### config.mk
export PLATFORM = sky130hd
export DESIGN_NAME = rr_arb_idx8
export DESIGN_NICKNAME = d
export VERILOG_FILES = /design/src/rtl/rr_arb_idx8_pkg.sv /design/src/rtl/rr_pick8.sv /design/src/rtl/rr_arb_idx8.sv
export SDC_FILE = /design/constraint.sdc
export NUM_CORES = 1
export LEC_CHECK = 0
export ABC_CLOCK_PERIOD_IN_PS = 4100
export BUFFER_PORTS_ARGS = -buffer_cell sky130_fd_sc_hd__buf_2
export CAP_MARGIN = 0
export CORE_MARGIN = 4
export CORE_UTILIZATION = 40
export CTS_BUF_LIST = sky130_fd_sc_hd__clkbuf_2 sky130_fd_sc_hd__clkbuf_4 sky130_fd_sc_hd__clkbuf_8
export CTS_CLUSTER_DIAMETER = 60
export DETAILED_ROUTE_END_ITERATION = 7
export HOLD_SLACK_MARGIN = 0.08
export SYNTH_ARGS = -nofsm -noshare
export SYNTH_HDL_FRONTEND = slang
export SYNTH_SLANG_ARGS = --single-unit
### constraint.sdc
create_clock -name clk -period 4.1 [get_ports clk]
set_input_delay 0.615 -clock clk [delete_from_list [all_inputs] [get_ports clk]]
set_output_delay 0.615 -clock clk [all_outputs]
set_load 0.1 [all_outputs]
### src/rtl/rr_arb_idx8_pkg.sv
// Shared constants, FSM encoding and rotating-priority helper for round-robin arbiters.
package rr_arb_idx8_pkg;

  localparam int N    = 8;
  localparam int IDXW = 3;

  typedef enum logic {
    IDLE  = 1'b0,
    GRANT = 1'b1
  } state_t;

  // First set bit of vec, scanning base, base+1, ... modulo N; 0 when vec is empty.
  function automatic logic [IDXW-1:0] rr_first(input logic [N-1:0]    vec,
                                               input logic [IDXW-1:0] base);
    logic [IDXW-1:0] cand;
    logic [IDXW-1:0] win;
    logic            found;
    win   = '0;
    found = 1'b0;
    for (int i = 0; i < N; i++) begin
      cand = IDXW'(int'(base) + i);
      if (!found && vec[cand]) begin
        win   = cand;
        found = 1'b1;
      end
    end
    return win;
  endfunction

endpackage

### src/rtl/rr_pick8.sv
// Combinational rotating-priority picker: lowest index at or after ptr (mod 8) wins.
module rr_pick8
  import rr_arb_idx8_pkg::*;
(
  input  logic [N-1:0]    req,
  input  logic [IDXW-1:0] ptr,
  output logic [IDXW-1:0] winner,
  output logic            any
);

  always_comb begin
    winner = rr_first(req, ptr);
    any    = |req;
  end

endmodule

### src/rtl/rr_arb_idx8.sv
// Round-robin arbiter over 8 requesters; drives a 3-to-8 decoder with registered idx/en.
//
//   state | meaning
//   IDLE  | no grant; arbitrate req from ptr, en=0 (always at least one dead cycle)
//   GRANT | idx owns the bus until it drops req or hits MAX_HOLD cycles
module rr_arb_idx8
  import rr_arb_idx8_pkg::*;
#(
  parameter int MAX_HOLD = 15
) (
  input  logic            clk,
  input  logic            rst,
  input  logic [N-1:0]    req,
  output logic [IDXW-1:0] idx,
  output logic            en,
  output logic            timeout
);

  localparam int HW = (MAX_HOLD < 1) ? 1 : $clog2(MAX_HOLD + 1);
  localparam logic [HW-1:0] HOLD_LAST = (MAX_HOLD < 1) ? '0 : HW'(MAX_HOLD - 1);

  state_t          state;
  logic [IDXW-1:0] ptr;
  logic [HW-1:0]   hold_cnt;
  logic [IDXW-1:0] winner;
  logic            any;

  rr_pick8 u_pick (
    .req    (req),
    .ptr    (ptr),
    .winner (winner),
    .any    (any)
  );

  always_ff @(posedge clk) begin
    if (rst) begin
      state    <= IDLE;
      ptr      <= '0;
      hold_cnt <= '0;
      idx      <= '0;
      en       <= 1'b0;
      timeout  <= 1'b0;
    end else begin
      timeout <= 1'b0;
      case (state)
        IDLE: begin
          if (any) begin
            idx      <= winner;
            en       <= 1'b1;
            hold_cnt <= '0;
            state    <= GRANT;
          end
        end
        GRANT: begin
          if (!req[idx]) begin
            en    <= 1'b0;
            ptr   <= idx + 1'b1;
            state <= IDLE;
          end else if ((MAX_HOLD != 0) && (hold_cnt == HOLD_LAST)) begin
            // forced release; ptr still advances so the hog drops to lowest priority
            en      <= 1'b0;
            timeout <= 1'b1;
            ptr     <= idx + 1'b1;
            state   <= IDLE;
          end else begin
            hold_cnt <= hold_cnt + 1'b1;
          end
        end
        default: begin
          en    <= 1'b0;
          state <= IDLE;
        end
      endcase
    end
  end

endmodule

==> results_dict.tcl, run 1 <==
set metrics [dict create \
    relSlewSlack_pct 50.0 \
    place_congestion 1.01 \
    syn-cell-area_um2 1620 \
    outcome "finished clean" \
    ys_ff_latch 13 \
    worstSkewPairLatency_ns 0.24 \
    via_per_inst 6.49 \
    rows 22 \
    synth_seq_area_share_pct 16.0 \
    hold_path_depth 2 \
    post_synth_num_cell_types 50 \
    busiest_layer "met2" \
    setup_viol 0 \
    utilization_pct 45.9 \
    fillers 379 \
    area_delta_synth_final_pct 7.48 \
    antenna_found_initial 0 \
    wirelength_um 4260 \
    cts_tree "done" \
    grt_overflow 0 \
    grt_first_pass_wirelength_um 6910 \
    top_level_ports 15 \
    syn_nets 189 \
    reg2regPathDepth 8 \
    finalCriticalPeriod_ns 3.28 \
    maxCapViolations 0 \
    fin_nets 198 \
    core_um2 3800 \
    required_ns 4.24 \
    syn_inst 174 \
    grtUsageMet2_pct 25.7 \
    synth_edf_count 0 \
    ant_nets 0 \
    place_hpwl_um 3120 \
    grt_pass1_vias 1438 \
    firstDrtPassIters 4 \
    grt_max_degree 21 \
    multi_input_area_um2 1260 \
    postCtsSetupRepairBufs 0 \
    h-tree-depth 1 \
    fin_cells 230 \
    min_period_over_period_pct 80.0 \
    drive_above_1_share_pct 24.2 \
    drtIter0Drc 90 \
    grtUsageMet3_pct 3.37 \
    path_clk_slew_ns 0.06 \
    worst_slack_ns 0.822 \
    cts_made_buffers 3 \
    numPlacedInstances 226 \
    worst_clock_skew_ns 0.00254 \
    start_util_pct 42.7 \
    leakage_nw 0.658 \
    final_hold_viol_count 0 \
    finalMaxSlewViolations 0 \
    critical_path_class "register to register" \
    numClockSinks 13 \
    n_antenna_cell 0 \
    clock-root-buffer "clkbuf_8" \
    yosys_warnings 0 \
    dp_slack_ns 0.837 \
    die-area_um2 5140 \
    rsz0062_at_grt "false" \
    wire_per_inst_um 18.5 \
    regArea_um2 260 \
    synth_area_per_cell_um2 9.33 \
    synth_top_flop_cell "dfxtp_1" \
    ir_drop_mv 0.362 \
    hold_path.class "register to register" \
    power_density_nw_per_um2 529 \
    cts_buffer_depth 2 \
    ys_async_sr_fraction_pct 0 \
    end_kind "register" \
    io_buffers 14 \
    vias 1492 \
    worstMarginPinSlew_ns 0.748 \
    cp-start-kind "register" \
    crit_fanout 13 \
    p_total_uw 922 \
    fmax_ghz 0.305 \
    fin_setup_tns_ns 0 \
    cts_resized 0 \
    dieHeight_um 71.7 \
    cts_hold_buf 0 \
    die_w_um 71.7 \
    grt_usage_pct 16.5 \
    crit_arrival_ns 3.42 \
    met1_usage_pct 23.8 \
    drc 0 \
]
## final timing paths
check	start	end	slack [ns]
min	en$_SDFFE_PP0P_	en$_SDFFE_PP0P_	0.51
max reg2reg	ptr[0]$_SDFFE_PP0P_	idx[2]$_SDFFE_PP0P_	0.82
max	ptr[0]$_SDFFE_PP0P_	idx[2]$_SDFFE_PP0P_	0.82
min reg2reg	en$_SDFFE_PP0P_	en$_SDFFE_PP0P_	0.51
## cells by family (layout without fill, tap and decap cells)
logic type	after synthesis	in the layout	synth area share, %
AO/OA/AOI/OAI	36	36	16.3
XOR/XNOR	8	8	4.32
adder cells (fa/ha/maj)	5	5	3.86
buffers and inverters	19	27	6.09
AND/OR/NAND/NOR	55	55	17.4
flip-flops	13	13	16.0
multiplexers	38	38	36.0
## flip-flops by register name, indices dropped and copies added, names as in the netlist
name and cells:
hold_cnt 4, idx 3, ptr 3, en 1, state 1, timeout 1
## area by class of cell
class                   instances  share of cell area (%)
multi-input cells             142                    72.5
flip-flops and latches         13                    14.9
repair buffers                 16                    4.88
well taps                      48                    3.44
clock buffers                   4                    2.80
inverters                       7                    1.51
## worst max-delay path, cell delays in order, from the launching register on
cell and delay, ns:
dfxtp_1 0.34, inv_2 0.11, ha_1 0.67, mux2_2 0.46
mux4_2 0.53, or4b_4 0.58, a21oi_1 0.13, a311oi_1 0.06
nor4_1 0.28
## metrics by stage
stage               hold WS (ns)  instance area, µm²
finish                     0.508                1740
global route               0.543                1740
CTS                        0.512                1740
detailed placement         0.504                1700
global placement           0.491                1700
floorplan                  0.461                1620
## layer usage
metal | wire (µm) | vias up | share of wire [%]
li1 | - | 692 | -
met1 | 1880 | 718 | 44
met2 | 1990 | 80 | 47
met3 | 373 | 2 | 8.8
met4 | 16 | 0 | 0.38
met5 | 0 | - | 0
## cells in the mapped netlist (2+ instances only)
library cell	count	area (µm²)
mux2i_1	16	160
nor2_1	16	60.1
dfxtp_1	13	260
nand2_1	13	48.8
a21oi_1	11	55.1
mux4_2	10	225
inv_1	6	22.5
mux2_2	6	67.6
nor4_1	6	37.5
ha_1	5	62.6
xor2_1	5	43.8
a2111oi_0	4	35.0
buf_2	4	20.0
a211oi_1	3	22.5
clkbuf_1	3	11.3
mux4_1	3	78.8
nand3_1	3	15.0
nor2b_1	3	18.8
nor3_1	3	15.0
xnor2_1	3	26.3
a221oi_1	2	17.5
a31oi_1	2	12.5
and2_1	2	12.5
buf_4	2	15.0
buf_6	2	22.5
mux2_4	2	30.0
nand4_1	2	12.5
o221ai_1	2	17.5
## power by group
part	total [mW]	internal [mW]	switching [mW]	leakage, nW
sequential	0.183	0.146	0.0365	0.106
clock	0.121	0.0752	0.0459	0.0262
combinational	0.618	0.251	0.367	0.525
total	0.922	0.473	0.450	0.658
## layout by cell type (no fill, tap or decap), drive strengths merged, types with 4 or more instances in the layout
cell type	instances
nor2	16
buf	16
a21oi	11
ha	5
mux2	8
mux2i	17
inv	7
nand2	13
clkbuf	4
dfxtp	13
mux4	13
a2111oi	4
xor2	5
nor4	6
Note: power is estimated with default switching activity, not from simulation.
==> inputs of run 2 (changes only) <==
- ABC_CLOCK_PERIOD_IN_PS: 4100 -> 2800
- clock period: 4.1 -> 2.8 ns (I/O delays scaled with it)
==> run 2 against run 1 <==
Combinational power is 63% higher; sequential share of layout area fell by 0.73 points; critical path depth is the same; fmax is 21% higher.
==> results_dict.tcl, run 2 (synthesis gave the netlist of run 1 again) <==
set metrics [dict create \
    cp_top_family "multiplexers" \
    grt_usage_pct 18.5 \
    numClockSinks 13 \
    fin_worst_hold_slack_ns 0.506 \
    place_congestion 0.983 \
    worstMarginPinSlew_ns 0.639 \
    largest_register_ffs 4 \
    leakage_nw 0.732 \
    hold_path.class "register to register" \
    maxCapViolations 0 \
    stdcell_area_um2 1890 \
    area_delta_synth_final_pct 16.3 \
    outcome "finished clean" \
    fin_nets 209 \
    firstDrtPassIters 4 \
    cts_hold_buf 0 \
    relSlewSlack_pct 57.4 \
    cts_resized 0 \
    drc 0 \
    top_level_ports 15 \
    cp_slowest_cell "mux4_2" \
    antenna_found_initial 0 \
    power.switching_uw 700 \
    io_buffers 14 \
    finalCriticalPeriod_ns 2.71 \
    cp_num_buf_inv 1 \
    crit_arrival_ns 2.86 \
    path_clk_slew_ns 0.06 \
    place_hpwl_um 3690 \
    dpl_cell_area_um2 1820 \
    start_util_pct 42.7 \
    h-tree-depth 1 \
    min_period_over_period_pct 96.7 \
    netSwitchingFraction_pct 48.2 \
    final_common_cell "nor2_1" \
    cts_made_buffers 3 \
    combPwrFrac_pct 69.6 \
    drtIter0Drc 124 \
    p_total_mw 1.45 \
    wire_per_inst_um 19.3 \
    dieHeight_um 71.7 \
    worst_slack_ns 0.0929 \
    worst_clock_skew_ns 0.00603 \
    regMostFlops "hold_cnt" \
    crit_fanout 9 \
    seqPwrFrac_pct 18.4 \
    vias 1572 \
    grt_pass1_vias 1491 \
    clock-root-buffer "clkbuf_8" \
    wirelength_um 4640 \
    cts_buffer_depth 2 \
    critical_path_class "register to register" \
    ir_drop_mv 0.278 \
    internal_power_uw 751 \
    worstSkewPairLatency_ns 0.25 \
    grt_max_degree 15 \
    die-area_um2 5140 \
    dp_slack_ns 0.0203 \
    cp-start-kind "register" \
    postCtsSetupRepairBufs 0 \
    ant_nets 0 \
    top_regs "hold_cnt (4), idx (3), ptr (3)" \
    cp_cell_sequence "inv_6 > ha_4 > mux2_2 > mux4_2 > or4b_4 > nor2_1 > a2111oi_0 > nor4_1" \
    cts_tree "done" \
    final_hold_viol_count 0 \
    pwr-share-clk_pct 12.0 \
    mostFrequentLayoutCells "nor2_1, mux2i_1, buf_2" \
    fmax_ghz 0.369 \
    required_ns 2.95 \
    end_kind "register" \
    cpPeakStageDelay_ns 0.52 \
    die_w_um 71.7 \
    grt_first_pass_wirelength_um 7590 \
    n_antenna_cell 0 \
    core_um2 3800 \
    utilization_pct 49.7 \
    grt_overflow 0 \
    rows 22 \
    drive_above_1_share_pct 32.1 \
    finalMaxSlewViolations 0 \
    setup_viol 0 \
    power_density_nw_per_um2 769 \
    rsz0062_at_grt "true" \
    via_per_inst 6.52 \
]
-- run 2: cell types whose count changed in the layout (fill, tap and decap cells not counted), moves of 2 or more --
| cell | previous run | this run |
|---|---|---|
| buf_4 | 2 | 12 |
| dfxtp_1 | 13 | 11 |
| dfxtp_4 | 0 | 2 |
| mux2_2 | 6 | 4 |
| mux2_4 | 2 | 4 |
-- run 2: area by class of cell --
class / count / area [µm²]
clock buffer: 3 / 41.3
inverter: 7 / 33.8
multi-input combinational: 142 / 1300
fill: 360 / 1910
tap: 48 / 60.1
sequential: 13 / 268
clock inverter: 1 / 5.00
timing repair buffer: 27 / 180
-- run 2: metrics by stage --
step / std cells / TNS (ns)
after CTS: 241 / 0
after global routing: 241 / -0.0269
after floorplan: 174 / -0.0184
after global placement: 237 / 0
final: 241 / 0
after detailed placement: 237 / 0
-- run 2: routing by layer --
layer	track usage, %	wire [µm]
met1	26.3	2020
met3	2.52	359
met4	6.68	103
met5	0	0
met2	28.6	2160
-- run 2: final timing paths --
kind,slack [ns],from,endpoint,cells after the start
worst max-delay path,0.09,ptr[0]$_SDFFE_PP0P_,idx[1]$_SDFFE_PP0P_,8
worst min-delay path,0.51,state$_SDFF_PP0_,timeout$_SDFF_PP0_,2
worst max register to register,0.09,ptr[0]$_SDFFE_PP0P_,idx[1]$_SDFFE_PP0P_,8
worst min register to register,0.51,state$_SDFF_PP0_,timeout$_SDFF_PP0_,2
-- run 2: worst register-to-register path, delay by kind of cell (launching register included) --
family          cells  cell delay, ns
mux                 2            0.92
simple gates        3            0.86
flops               1            0.39
fa+ha+maj           1            0.33
compound gates      1            0.06
buf+inv             1            0.04
-- run 2: power by group through the flow --
stage | logic (mW) | clock network (mW) | registers, mW
final | 1.01 | 0.174 | 0.267
after global routing | 1.08 | 0.185 | 0.273
after CTS | 0.983 | 0.177 | 0.265
after detailed placement | 0.979 | 0 | 0.269
after global placement | 0.973 | 0 | 0.267
after floorplan | 0.664 | 0 | 0.360
==> inputs of run 3 (changes only) <==
- SETUP_SLACK_MARGIN: default -> 0.15
==> run 3 against run 2 <==
Wire length grew 1.7%; non-clock buffer count grew 3; clock power grew 6%; cell count grew 1.2%; combinational power grew 9%; clock-buffer cell count grew 1; critical path type unchanged.
==> results_dict.tcl, run 3 (synthesis gave the netlist of run 1 again) <==
set metrics [dict create \
    io_buffers 14 \
    hold_path_depth 2 \
    fillers 352 \
    grt_overflow 0 \
    drtIter0Drc 137 \
    start_util_pct 42.7 \
    rr_startpoint "ptr[0]$_SDFFE_PP0P_" \
    firstDrtPassIters 5 \
    top_regs "hold_cnt (4), idx (3), ptr (3)" \
    fin_worst_hold_slack_ns 0.509 \
    combPwrFrac_pct 70.9 \
    grt_max_degree 15 \
    maxCapViolations 0 \
    mostFrequentLayoutCells "nor2_1, mux2i_1, buf_4" \
    critical_path_class "register to register" \
    cts_made_buffers 3 \
    end_kind "register" \
    fin_nets 212 \
    n_antenna_cell 0 \
    required_ns 2.95 \
    wirelength_um 4720 \
    internal_power_uw 804 \
    power.switching_uw 743 \
    hold_path.startpoint "state$_SDFF_PP0_" \
    place_hpwl_um 3500 \
    hold_path_end "timeout$_SDFF_PP0_" \
    rsz0062_at_grt "true" \
    pwr-share-clk_pct 11.9 \
    final_common_cell "nor2_1" \
    rows 22 \
    drc 0 \
    finalCriticalPeriod_ns 2.72 \
    area_delta_synth_final_pct 20.8 \
    rrSetupSlack_ns 0.08 \
    path_clk_slew_ns 0.06 \
    fmax_ghz 0.368 \
    antenna_found_initial 0 \
    timing.rr.end "idx[2]$_SDFFE_PP0P_" \
    numClockSinks 13 \
    cts_buffer_depth 2 \
    core_um2 3800 \
    seqPwrFrac_pct 17.2 \
    cts_hold_buf 0 \
    final_hold_viol_count 0 \
    crit_fanout 5 \
    finalMaxSlewViolations 0 \
    crit_arrival_ns 2.87 \
    worst_clock_skew_ns 0.00503 \
    place_congestion 0.939 \
    min_period_over_period_pct 97.0 \
    h-tree-depth 1 \
    worstSkewPairLatency_ns 0.25 \
    power_density_nw_per_um2 789 \
    vias 1567 \
    grt_pass1_vias 1464 \
    dieHeight_um 71.7 \
    outcome "finished clean" \
    via_per_inst 6.42 \
    top_level_ports 15 \
    cp-start-kind "register" \
    fin_setup_tns_ns 0 \
    netSwitchingFraction_pct 48.0 \
    leakage_nw 0.754 \
    hold_path.class "register to register" \
    grt_first_pass_wirelength_um 7620 \
    ir_drop_mv 0.255 \
    worstMarginPinSlew_ns 0.602 \
    ant_nets 0 \
    grt_usage_pct 18.9 \
    cts_tree "done" \
    die-area_um2 5140 \
    setup_viol 0 \
    reg2regPathDepth 8 \
    regMostFlops "hold_cnt" \
    largest_register_ffs 4 \
    drive_above_1_share_pct 38.3 \
    die_w_um 71.7 \
    relSlewSlack_pct 59.8 \
    clock-root-buffer "clkbuf_8" \
    wire_per_inst_um 19.3 \
]
run 3: cell type report:
class,count,area (µm²),area share [%]
Clock buffer,4,48.8,2.49
Timing Repair Buffer,30,203,10.3
Inverter,7,33.8,1.72
Sequential cell,13,268,13.7
Multi-Input combinational cell,142,1350,68.7
Tap cell,48,60.1,3.06
run 3: repair_timing:
| action | CTS | global route |
|---|---|---|
| hold endpoints to repair | 0 | 0 |
| setup endpoints to repair | 3 | 3 |
| setup buffers | 2 | 2 |
| pin swaps | 3 | 6 |
| gates resized for setup | 7 | 14 |
run 3: routing by layer:
layer / global-route usage [%] / wire (µm)
met5: 0 / 0
met4: 9.81 / 174
met3: 2.95 / 328
met2: 27.6 / 2180
met1: 26.8 / 2030
run 3: worst max-delay path by stage:
| stage | startpoint | endpoint | cells past startpoint | slack, ns |
|---|---|---|---|---|
| 6_report | ptr[0]$_SDFFE_PP0P_ | idx[2]$_SDFFE_PP0P_ | 8 | 0.08 |
| 5_1_grt | ptr[1]$_SDFFE_PP0P_ | idx[1]$_SDFFE_PP0P_ | 8 | -0.004 |
| 4_1_cts | ptr[0]$_SDFFE_PP0P_ | idx[2]$_SDFFE_PP0P_ | 9 | 0.14 |
| 3_5_place_dp | ptr[0]$_SDFFE_PP0P_ | idx[2]$_SDFFE_PP0P_ | 8 | -0.0005 |
| 3_3_place_gp | ptr[0]$_SDFFE_PP0P_ | idx[2]$_SDFFE_PP0P_ | 8 | 0.06 |
| 2_1_floorplan | ptr[1]$_SDFFE_PP0P_ | idx[1]$_SDFFE_PP0P_ | 10 | -0.02 |
run 3: worst max-delay path: stages (launching register included):
cell      delay, ns
dfxtp_4        0.39
buf_4          0.18
mux4_2         0.57
mux2_4         0.32
nand2b_4       0.14
or4b_4         0.56
a21oi_2        0.11
a311oi_1       0.06
nor4_1         0.28
run 3: power by group through the flow:
| stage | Combinational, mW | Clock (mW) | Sequential (mW) |
|---|---|---|---|
| global placement | 0.960 | 0 | 0.266 |
| floorplan | 0.664 | 0 | 0.360 |
| finish | 1.10 | 0.184 | 0.266 |
| global route | 1.16 | 0.196 | 0.273 |
| detailed placement | 0.961 | 0 | 0.270 |
| CTS | 1.00 | 0.187 | 0.266 |
run 3: metrics by stage:
| stage | cell area (µm²) | total power [mW] | util [%] | worst slack (ns) | instances |
|---|---|---|---|---|---|
| floorplan | 1650 | 1.02 | - | -0.0184 | 174 |
| global placement | 1810 | 1.23 | 47.6 | 0.0589 | 236 |
| detailed placement | 1810 | 1.23 | 47.6 | -0.000544 | 236 |
| CTS | 1900 | 1.46 | 50.0 | 0.142 | 242 |
| global route | 1960 | 1.63 | 51.6 | -0.00353 | 244 |
| finish | 1960 | 1.55 | 51.6 | 0.0836 | 244 |
